<file path="src/rtl/uart_mmio_ctrl.sv">
// uart_mmio_ctrl: memory-mapped front end for a UART transmitter/receiver pair.
// CPU writes are queued in a TX FIFO and fed to the transmitter one byte per
// busy handshake. Received bytes land in an RX FIFO. Status, control and a
// level interrupt are exposed on a small four-word register window.
module uart_mmio_ctrl #(
  parameter int PAYLOAD_BITS = 8,
  parameter int TX_DEPTH     = 8,
  parameter int RX_DEPTH     = 8
) (
  input  logic                    clk,
  input  logic                    rst_n,
  input  logic [63:0]             bus_addr,
  input  logic [31:0]             bus_wdata,
  input  logic                    bus_wen,
  input  logic                    bus_ren,
  output logic [31:0]             bus_rdata,
  output logic [PAYLOAD_BITS-1:0] tx_data,
  output logic                    tx_en,
  input  logic                    tx_busy,
  input  logic [PAYLOAD_BITS-1:0] rx_data,
  input  logic                    rx_valid,
  input  logic                    rx_break,
  output logic                    irq
);

  localparam int TX_AW = $clog2(TX_DEPTH);
  localparam int TX_CW = TX_AW + 1;
  localparam int RX_AW = $clog2(RX_DEPTH);
  localparam int RX_CW = RX_AW + 1;
  localparam logic [TX_CW-1:0] TX_FULL_CNT = TX_CW'(TX_DEPTH);
  localparam logic [RX_CW-1:0] RX_FULL_CNT = RX_CW'(RX_DEPTH);

  localparam logic [1:0] REG_TXDATA = 2'd0;
  localparam logic [1:0] REG_RXDATA = 2'd1;
  localparam logic [1:0] REG_STATUS = 2'd2;
  localparam logic [1:0] REG_CTRL   = 2'd3;

  typedef enum logic [1:0] {
    S_IDLE      = 2'd0,
    S_LAUNCH    = 2'd1,
    S_WAIT_BUSY = 2'd2,
    S_WAIT_DONE = 2'd3
  } tx_state_t;

  tx_state_t state, state_nxt;

  // Only the word select is decoded; the upstream decoder qualifies the region.
  logic [1:0] reg_sel;
  logic       wr_acc;
  logic       rd_acc;
  logic       unused_bits;

  assign reg_sel     = bus_addr[3:2];
  assign wr_acc      = bus_wen;
  // A simultaneous write wins and the read side effect is suppressed.
  assign rd_acc      = bus_ren & ~bus_wen;
  assign unused_bits = ^{bus_addr[63:4], bus_addr[1:0], bus_wdata[31:8]};

  // TX FIFO
  logic [PAYLOAD_BITS-1:0] tx_mem [TX_DEPTH];
  logic [TX_AW-1:0]        tx_wptr, tx_rptr;
  logic [TX_CW-1:0]        tx_count;
  logic                    tx_full, tx_empty;
  logic                    tx_push, tx_push_ok, tx_pop;
  logic [PAYLOAD_BITS-1:0] tx_head;
  logic [PAYLOAD_BITS-1:0] tx_last;

  assign tx_full    = (tx_count == TX_FULL_CNT);
  assign tx_empty   = (tx_count == '0);
  assign tx_push    = wr_acc & (reg_sel == REG_TXDATA);
  assign tx_push_ok = tx_push & ~tx_full;
  // LAUNCH is only entered with a non-empty FIFO, so its pop is always legal.
  assign tx_pop     = (state == S_LAUNCH);
  assign tx_head    = tx_mem[tx_rptr];

  // RX FIFO
  logic [PAYLOAD_BITS-1:0] rx_mem [RX_DEPTH];
  logic [RX_AW-1:0]        rx_wptr, rx_rptr;
  logic [RX_CW-1:0]        rx_count;
  logic                    rx_full, rx_empty;
  logic                    rx_pop, rx_push_ok;
  logic [PAYLOAD_BITS-1:0] rx_head;

  assign rx_full    = (rx_count == RX_FULL_CNT);
  assign rx_empty   = (rx_count == '0);
  assign rx_pop     = rd_acc & (reg_sel == REG_RXDATA) & ~rx_empty;
  // A full FIFO still accepts a byte when the CPU frees a slot in the same cycle.
  assign rx_push_ok = rx_valid & (~rx_full | rx_pop);
  assign rx_head    = rx_mem[rx_rptr];

  // Control and sticky status
  logic rx_irq_en, tx_irq_en;
  logic rx_overrun, break_seen, tx_overflow;
  logic ctrl_wr, sticky_clr;

  assign ctrl_wr    = wr_acc & (reg_sel == REG_CTRL);
  assign sticky_clr = ctrl_wr & bus_wdata[4];

  // TX FIFO storage; payload is not reset, only the pointers are.
  always_ff @(posedge clk) begin
    if (tx_push_ok) tx_mem[tx_wptr] <= bus_wdata[PAYLOAD_BITS-1:0];
  end

  // TX FIFO pointers and occupancy; simultaneous push and pop leave count unchanged.
  always_ff @(posedge clk) begin
    if (!rst_n) begin
      tx_wptr  <= '0;
      tx_rptr  <= '0;
      tx_count <= '0;
    end else begin
      if (tx_push_ok) tx_wptr <= tx_wptr + 1'b1;
      if (tx_pop)     tx_rptr <= tx_rptr + 1'b1;
      tx_count <= tx_count + TX_CW'(tx_push_ok) - TX_CW'(tx_pop);
    end
  end

  // RX FIFO storage
  always_ff @(posedge clk) begin
    if (rx_push_ok) rx_mem[rx_wptr] <= rx_data;
  end

  // RX FIFO pointers and occupancy
  always_ff @(posedge clk) begin
    if (!rst_n) begin
      rx_wptr  <= '0;
      rx_rptr  <= '0;
      rx_count <= '0;
    end else begin
      if (rx_push_ok) rx_wptr <= rx_wptr + 1'b1;
      if (rx_pop)     rx_rptr <= rx_rptr + 1'b1;
      rx_count <= rx_count + RX_CW'(rx_push_ok) - RX_CW'(rx_pop);
    end
  end

  // Interrupt enables, written through CTRL
  always_ff @(posedge clk) begin
    if (!rst_n) begin
      rx_irq_en <= 1'b0;
      tx_irq_en <= 1'b0;
    end else if (ctrl_wr) begin
      rx_irq_en <= bus_wdata[0];
      tx_irq_en <= bus_wdata[1];
    end
  end

  // Sticky error flags; a new event in the clearing cycle is kept.
  always_ff @(posedge clk) begin
    if (!rst_n) begin
      rx_overrun  <= 1'b0;
      break_seen  <= 1'b0;
      tx_overflow <= 1'b0;
    end else begin
      if (sticky_clr) begin
        rx_overrun  <= 1'b0;
        break_seen  <= 1'b0;
        tx_overflow <= 1'b0;
      end
      if (tx_push & tx_full)              tx_overflow <= 1'b1;
      if (rx_valid & rx_full & ~rx_pop)   rx_overrun  <= 1'b1;
      if (rx_break)                       break_seen  <= 1'b1;
    end
  end

  // Level interrupt, registered from the current FIFO state
  always_ff @(posedge clk) begin
    if (!rst_n) irq <= 1'b0;
    else        irq <= (rx_irq_en & ~rx_empty) | (tx_irq_en & tx_empty);
  end

  // TX sequencer state register
  always_ff @(posedge clk) begin
    if (!rst_n) state <= S_IDLE;
    else        state <= state_nxt;
  end

  // TX sequencer next state: launch, then see busy rise and fall before the next byte
  always_comb begin
    state_nxt = state;
    unique case (state)
      S_IDLE:      if (!tx_empty && !tx_busy) state_nxt = S_LAUNCH;
      S_LAUNCH:    state_nxt = S_WAIT_BUSY;
      S_WAIT_BUSY: if (tx_busy)  state_nxt = S_WAIT_DONE;
      S_WAIT_DONE: if (!tx_busy) state_nxt = S_IDLE;
      default:     state_nxt = S_IDLE;
    endcase
  end

  // Last launched byte, held on tx_data between launches
  always_ff @(posedge clk) begin
    if (!rst_n)         tx_last <= '0;
    else if (tx_pop)    tx_last <= tx_head;
  end

  // TX sequencer outputs
  always_comb begin
    tx_en   = 1'b0;
    tx_data = tx_last;
    if (state == S_LAUNCH) begin
      tx_en   = 1'b1;
      tx_data = tx_head;
    end
  end

  // Combinational read mux; zero whenever no read is in effect
  always_comb begin
    bus_rdata = '0;
    if (rd_acc) begin
      unique case (reg_sel)
        REG_TXDATA: bus_rdata = '0;
        REG_RXDATA: bus_rdata = rx_empty ? 32'd0 : 32'(rx_head);
        REG_STATUS: bus_rdata = {16'd0, 4'(rx_count), 4'(tx_count), 1'b0,
                                 tx_overflow, break_seen, rx_overrun,
                                 rx_full, rx_empty, tx_empty, tx_full};
        REG_CTRL:   bus_rdata = {30'd0, tx_irq_en, rx_irq_en};
        default:    bus_rdata = '0;
      endcase
    end
  end

endmodule

</file>
<file path="config.mk">
export PLATFORM = sky130hd
export DESIGN_NAME = uart_mmio_ctrl
export DESIGN_NICKNAME = d
export VERILOG_FILES = /design/src/rtl/uart_mmio_ctrl.sv
export SDC_FILE = /design/constraint.sdc
export NUM_CORES = 1
export LEC_CHECK = 0
export ABC_AREA = 1
export ABC_CLOCK_PERIOD_IN_PS = 6180
export CAP_MARGIN = 20
export CORE_ASPECT_RATIO = 1.1
export CORE_MARGIN = 2
export CORE_UTILIZATION = 30
export DETAILED_ROUTE_END_ITERATION = 16
export PLACE_DENSITY = 0.58
export SETUP_SLACK_MARGIN = 0.3
export SLEW_MARGIN = 20
export SYNTH_ARGS = -nofsm -noshare
export SYNTH_HDL_FRONTEND = slang
export SYNTH_SLANG_ARGS = --single-unit
</file>
<file path="constraint.sdc">
create_clock -name clk -period 6.18 [get_ports clk]
set_input_delay 1.236 -clock clk [delete_from_list [all_inputs] [get_ports clk]]
set_output_delay 1.236 -clock clk [all_outputs]
set_load 0.01 [all_outputs]
</file>
==> results.txt <==
The logs give 0 for the total of endpoints with negative setup slack in the final report and 16.6 mm for the detailed-route wire length. STA classifies the critical path startpoint as an input port. The leakage power is 3.59 nW, and the remaining number of nets flagged by the antenna check after routing is 0. Count of input and output buffers: 50.

The tightest min-delay check is of the flip-flop to flip-flop type. Once placement completed, the tool counted placed cells totaling 1121. For this run, design rule violations remaining after detail routing come to 0.

The detailed router finished its first iteration with 272 violations. The arrival time at the worst endpoint was 3.48 ns. Dividing the synthesized area by the synthesized cell count gives 9.62 um2.

Across all setup checks in the final design, the least slack found is 1.46 ns. Counting along the longest clock path gives a buffer depth of 2. Per report_power, the clock group accounts for 33.1% of the total. In this run the post-CTS setup repair buffer count came out at 0. Summing internal, switching and leakage power gives 3.26 mW. The worst path in the final design needs a cycle of 4.72 ns, including I/O delays and setup.

The count of vias placed by the detailed router was 5147; the source-to-sink clock delay at the later pin of the worst-skew pair was 0.44 ns. 0 antenna diodes ended up in the layout. Measured against its own limit, the worst slew margin works out to 31.1%.

In the final layout, the share of cells above drive strength 1 is 4.98%. The tools report the root cell of the clock tree as sky130_fd_sc_hd__clkbuf_16. For this configuration, the core starts out at a cell density of 30.7%. The library cell used most frequently in the layout, excluding fill and tap cells, is sky130_fd_sc_hd__nand2_1.

In this run the biggest area consumer among cell types represents 50.9% of the synthesized area. Counting the buffers created by CTS gives 17. After synthesis the netlist holds a flip-flop and latch count of 170. The number of max-cap violations came out at 0.

The total routing usage reported by global routing is 13.0%, and the synthesized netlist cell count is 785. The number of filler cells placed in the layout is 2479. Leaving out filler cells and counting taps, the final layout contains 1153. Net switching is 32.3% of the power. Setup repair after global routing left no endpoint under its margin. At the pin with the least slew margin, the transition time is 1.03 ns.

The max-slew violation count was 0; the final-report hold violation count was 0. Total half-perimeter wirelength after legalization and detailed placement: 10.4 mm. Combinational logic is responsible for 24.5% of the overall power.

The average wire length per cell after detail routing was 14.4 um. For the number of synthesis warnings, the log shows 0. The maximum achievable frequency was 0.212 GHz. The clock tree synthesis step divided the H-tree into 4 levels.

The number of nets in the layout came out at 963. The cell area after synthesis was 7550 um2. The flow ran to the end, and the final reports show no timing, DRC or antenna violations.

In this run the power density over the cells is 367 nW/um2. sky130_fd_sc_hd__edfxtp_1 takes more of the synthesized area than any other cell. Via count of the first global-routing pass: 4941. The total core area was 24600 um2; the height of the die was 170 um.

The area of the die was 26500 um2. The share of total power dissipated in sequential elements is 42.4%. For this design the total switching power over the nets is 1.06 mW. The CTS sink count is 170, and the number of core rows is 60. Number of top-level design ports: 153. The internal power of the cells totals 2.21 mW. Setup total negative slack on the finished layout was measured at 0 ns. Clock skew on the completed layout was measured at 0.0133 ns. The global-route wire length before repair was 25.8 mm; the worst-path maximum fanout was 7.

The peak ir drop on the vdd network was 0.190 mV; the number of gates given a new drive strength after cts was 0. The final cycle utilization of the critical path works out to 76.4%. From left edge to right edge, the die measures 155 um. The library cells used most frequently in the layout, excluding fill and tap cells, are sky130_fd_sc_hd__nand2_1 (215), sky130_fd_sc_hd__edfxtp_1 (128), sky130_fd_sc_hd__inv_1 (108), sky130_fd_sc_hd__nand3_1 (95), sky130_fd_sc_hd__nor2_1 (59). The layout overhead on the synthesized area is 17.6%, and the share of the yosys chip area belonging to registers is 62.0%.

The count of cell types in the netlist was 30; the setup slack after placement was 1.46 ns. By area the synthesized netlist is led by sky130_fd_sc_hd__edfxtp_1 (51%), sky130_fd_sc_hd__dfxtp_1 (11%), sky130_fd_sc_hd__nand2_1 (11%). For this run, the detailed router's first-pass iteration total came to 5. For the largest net degree at the start of global routing, the log shows 34.

For the routability-driven placement congestion ratio, the log shows 0.770. Dividing the detail-routed via count by the number of cells gives 4.46. Hold is met by 0.477 ns. The worst setup path category was input port to output pin. Element type at the critical path end: an output pin.

After clock tree synthesis, the clock-pin slew on the worst setup and hold paths is 0.07 ns. The logs give 4.94 ns for the required time of the critical path and 0 for the initial antenna violation count. The run gives 0 as the number of hold buffers added after CTS.

The global route total overflow came out at 0. TritonCTS built the clock tree.
-- final timing paths --
check                   start           end  slack, ns  depth (start not counted)
setup / recovery  bus_addr[2]  bus_rdata[0]       1.46                          6
hold reg to reg    tx_last[3]    tx_last[3]       0.48                          2
hold / removal     tx_last[3]    tx_last[3]       0.48                          2
setup reg to reg  rx_count[2]  rx_mem[4][7]       3.66                          8
-- synthesized netlist by cell type, drive strengths merged --
master  number
a211oi       2
a21oi       26
a22oi        2
and3         1
buf         33
clkbuf      10
clkinv       1
conb         1
dfxtp       42
edfxtp     128
fa           2
ha          20
inv        109
mux2i        1
nand2      217
nand3       95
nor2        60
nor3        10
nor3b        3
o21ai       15
o22ai        1
or2          1
xnor2        1
xor2         4
-- cell type report --
| class | count | area [um2] | area share, % |
|---|---|---|---|
| clock buffers | 17 | 425 | 4.79 |
| inverters | 110 | 413 | 4.65 |
| repair buffers | 54 | 531 | 5.97 |
| multi-input cells | 477 | 2260 | 25.5 |
| flip-flops and latches | 170 | 4680 | 52.7 |
| clock inverters | 15 | 176 | 1.99 |
| well taps | 310 | 388 | 4.37 |
-- logic make-up after synthesis --
group                    Yosys count  share of synthesized area (%)
buffers and inverters            153                           8.75
adder cells (fa/ha/maj)           22                           3.84
XOR/XNOR                           5                          0.580
flip-flops                       170                           62.0
AO/OA/AOI/OAI                     46                           3.25
AND/OR/NAND/NOR                  387                           21.4
multiplexers                       1                          0.133
other                              1                         0.0496
-- per-layer routing --
metal / global-route usage [%] / share of wire [%] / vias to the layer above
li1: - / - / 2603
met1: 15.2 / 43 / 2408
met2: 23.3 / 51 / 116
met3: 3.11 / 4.8 / 20
met4: 4.71 / 1.7 / 0
met5: 0 / 0 / -
-- power by group through the flow --
stage | clock network (mW) | registers (mW) | logic, mW
3_3_place_gp | 0 | 1.41 | 0.794
3_5_place_dp | 0 | 1.41 | 0.806
5_1_grt | 1.15 | 1.40 | 0.915
6_report | 1.08 | 1.38 | 0.798
4_1_cts | 1.10 | 1.39 | 0.811
2_1_floorplan | 0 | 1.38 | 0.573
-- worst max-delay path, stage by stage --
cell and delay [ns]:
sky130_fd_sc_hd__clkdlybuf4s50_1 0.54, sky130_fd_sc_hd__nand2_1 0.11, sky130_fd_sc_hd__nor2_1 0.54, sky130_fd_sc_hd__nand3_1 0.17, sky130_fd_sc_hd__a21oi_1 0.28, sky130_fd_sc_hd__clkdlybuf4s50_1 0.61
-- sequential cells by signal, indices dropped and copies added, names as in the netlist, 2 cells and up, named ones only --
register,count
tx_rptr,3
rx_rptr,3
tx_count,4
rx_count,4
state,2
tx_last,8
tx_mem,64
tx_wptr,3
rx_mem,64
rx_wptr,3
-- stage by stage --
step           utilization, %  area, um2
2_1_floorplan               -       7610
6_report                 36.1       8880
5_1_grt                  36.1       8880
3_5_place_dp             33.6       8280
3_3_place_gp             33.6       8280
4_1_cts                  36.1       8880
Note: power is estimated with default switching activity, not from simulation.
==> edit (same settings) <==
`RX_DEPTH`: 8 -> 32.
--- a/src/rtl/uart_mmio_ctrl.sv
+++ b/src/rtl/uart_mmio_ctrl.sv
@@ -6,5 +6,5 @@
   parameter int PAYLOAD_BITS = 8,
   parameter int TX_DEPTH     = 8,
-  parameter int RX_DEPTH     = 8
+  parameter int RX_DEPTH     = 32
 ) (
   input  logic                    clk,
Function: changed (Yosys sat finds a counterexample within 10 cycles, from zero or initial values and one cycle with rst_n low).
==> edit against the original RTL <==
- sequential cell count up 200
- sequential share of layout area up 5.7 points
- wire length up 120%
- total power up 85%
- worst setup slack worse by 160 ps
- area after synthesis up 110%
- cell area up 100%
- combinational power up 18%
==> edit: results (changes against the original RTL) <==
STA classifies the critical path startpoint as a register. The clock skew is 35.5 ps (+22.1 ps). The most critical setup path has its endpoint at bus_rdata[7]. The register area share after synthesis is 66.5% (+4.5 points). The via count came out at 10500 (+100%). The post-placement cell count came out at 2184 (+95%). The pin count of the biggest net entering global routing came to 132 (+290%).

By count the netlist is led by sky130_fd_sc_hd__nand2_1 (420), sky130_fd_sc_hd__edfxtp_1 (320), sky130_fd_sc_hd__nand3_1 (167). The global placement routability congestion came to 0.763 (-0.90%). The number of nets at the end of the flow is 1687 (+75%). The largest registers in the layout are rx_mem (256), tx_mem (64), tx_last (8). The share of layout cells above drive strength 1 is 5.40% (+0.41 points).

The final HPWL from detailed placement is 22.1 mm (+110%). In this run the most critical hold path is launched from rx_overrun$_SDFFE_PN0P_. The synthesized netlist cell count was 1508 (+92%). The switching power summed over all nets is 0.00163 W (+55%).

The number of CTS-inserted buffers came out at 37 (+20). The worst slew margin relative to its limit came out at 33.1% (+2.0 points). The clock latency on the worst-skew pair is 550 ps (+110 ps).

The deepest level of the CTS H-tree is 2 (-2). By area the synthesized netlist is led by sky130_fd_sc_hd__edfxtp_1 (60%), sky130_fd_sc_hd__nand2_1 (9.9%), sky130_fd_sc_hd__dfxtp_1 (6.3%). The arrival time at the worst endpoint is 3640 ps (+160 ps). The power share of the combinational group is 15.6% (-8.9 points). The power density of the placed cells is 332 nW/um^2 (-9.6%). The flow ran to the end, and the final reports show no timing, DRC or antenna violations. In this run the critical register-to-register path is captured at rx_mem[14][0]$_DFFE_PP_. The number of distinct library cells after synthesis came out at 35 (+17%). The largest incremental delay on the critical path came out at 650 ps (+40 ps). The worst-path cell with the longest stage delay is sky130_fd_sc_hd__inv_4.

The count of flip-flops with a built-in enable after synthesis came out at 320 (+150%). The detailed-route wire length per cell came out at 16.4 um (+14%). The endpoint of the worst hold-timing path is rx_overrun$_SDFFE_PN0P_. The logic depth of the worst register-to-register path is 11 (+3). The peak supply drop was 285 uV (+50%). The highest net fanout along the worst path was 81 (+74). The worst slack on hold paths is 469 ps (-7.77 ps).

The slack of the worst reg-to-reg path was 3330 ps (-330 ps). The global-route wire length before repair is 57.5 mm (+120%). The number of fill cells in the layout came out at 5210 (+110%). The overall routing resource usage was 13.3% (+0.26 points). The initial detailed-routing violation count is 887 (+230%). The peak clock frequency supported by timing was 205 MHz (-3.2%). The leakage power is 6.86 nW (+91%). The power attributed to the clock group is 0.00217 W (+100%).

The routed wire length came out at 36.9 mm (+120%). The pre-CTS worst setup slack is 1400 ps (-60.3 ps). The switching share of power came out at 27.1% (-5.2 points). The largest buffer count on any clock path came out at 3 (+1). The cell area after placement is 17000 um^2 (+110%).
## edit: area by class of cell
cell class | count | share of cell area, %
Clock buffer | 48 | 5.44
Clock inverter | 18 | 0.902
Inverter | 155 | 3.22
Multi-Input combinational cell | 914 | 23.7
Sequential cell | 370 | 58.4
Tap cell | 675 | 4.65
Timing Repair Buffer | 70 | 3.62
## edit: cell families after synthesis
| group | after synthesis | share of synthesized area (%) |
|---|---|---|
| compound gates | 140 | 4.88 |
| xor+xnor | 2 | 0.110 |
| fa+ha+maj | 28 | 2.29 |
| buf+inv | 239 | 6.82 |
| flops | 370 | 66.5 |
| mux | 13 | 0.816 |
| other cells | 1 | 0.0235 |
| simple gates | 715 | 18.5 |
## edit: per-layer routing
layer	part of all wire, %	global-route usage [%]	vias to the layer above
met3	5.2	1.58	53
met1	46	18.5	5023
met2	46	21.7	329
met5	0	0	-
met4	2.2	4.00	0
li1	-	-	5120
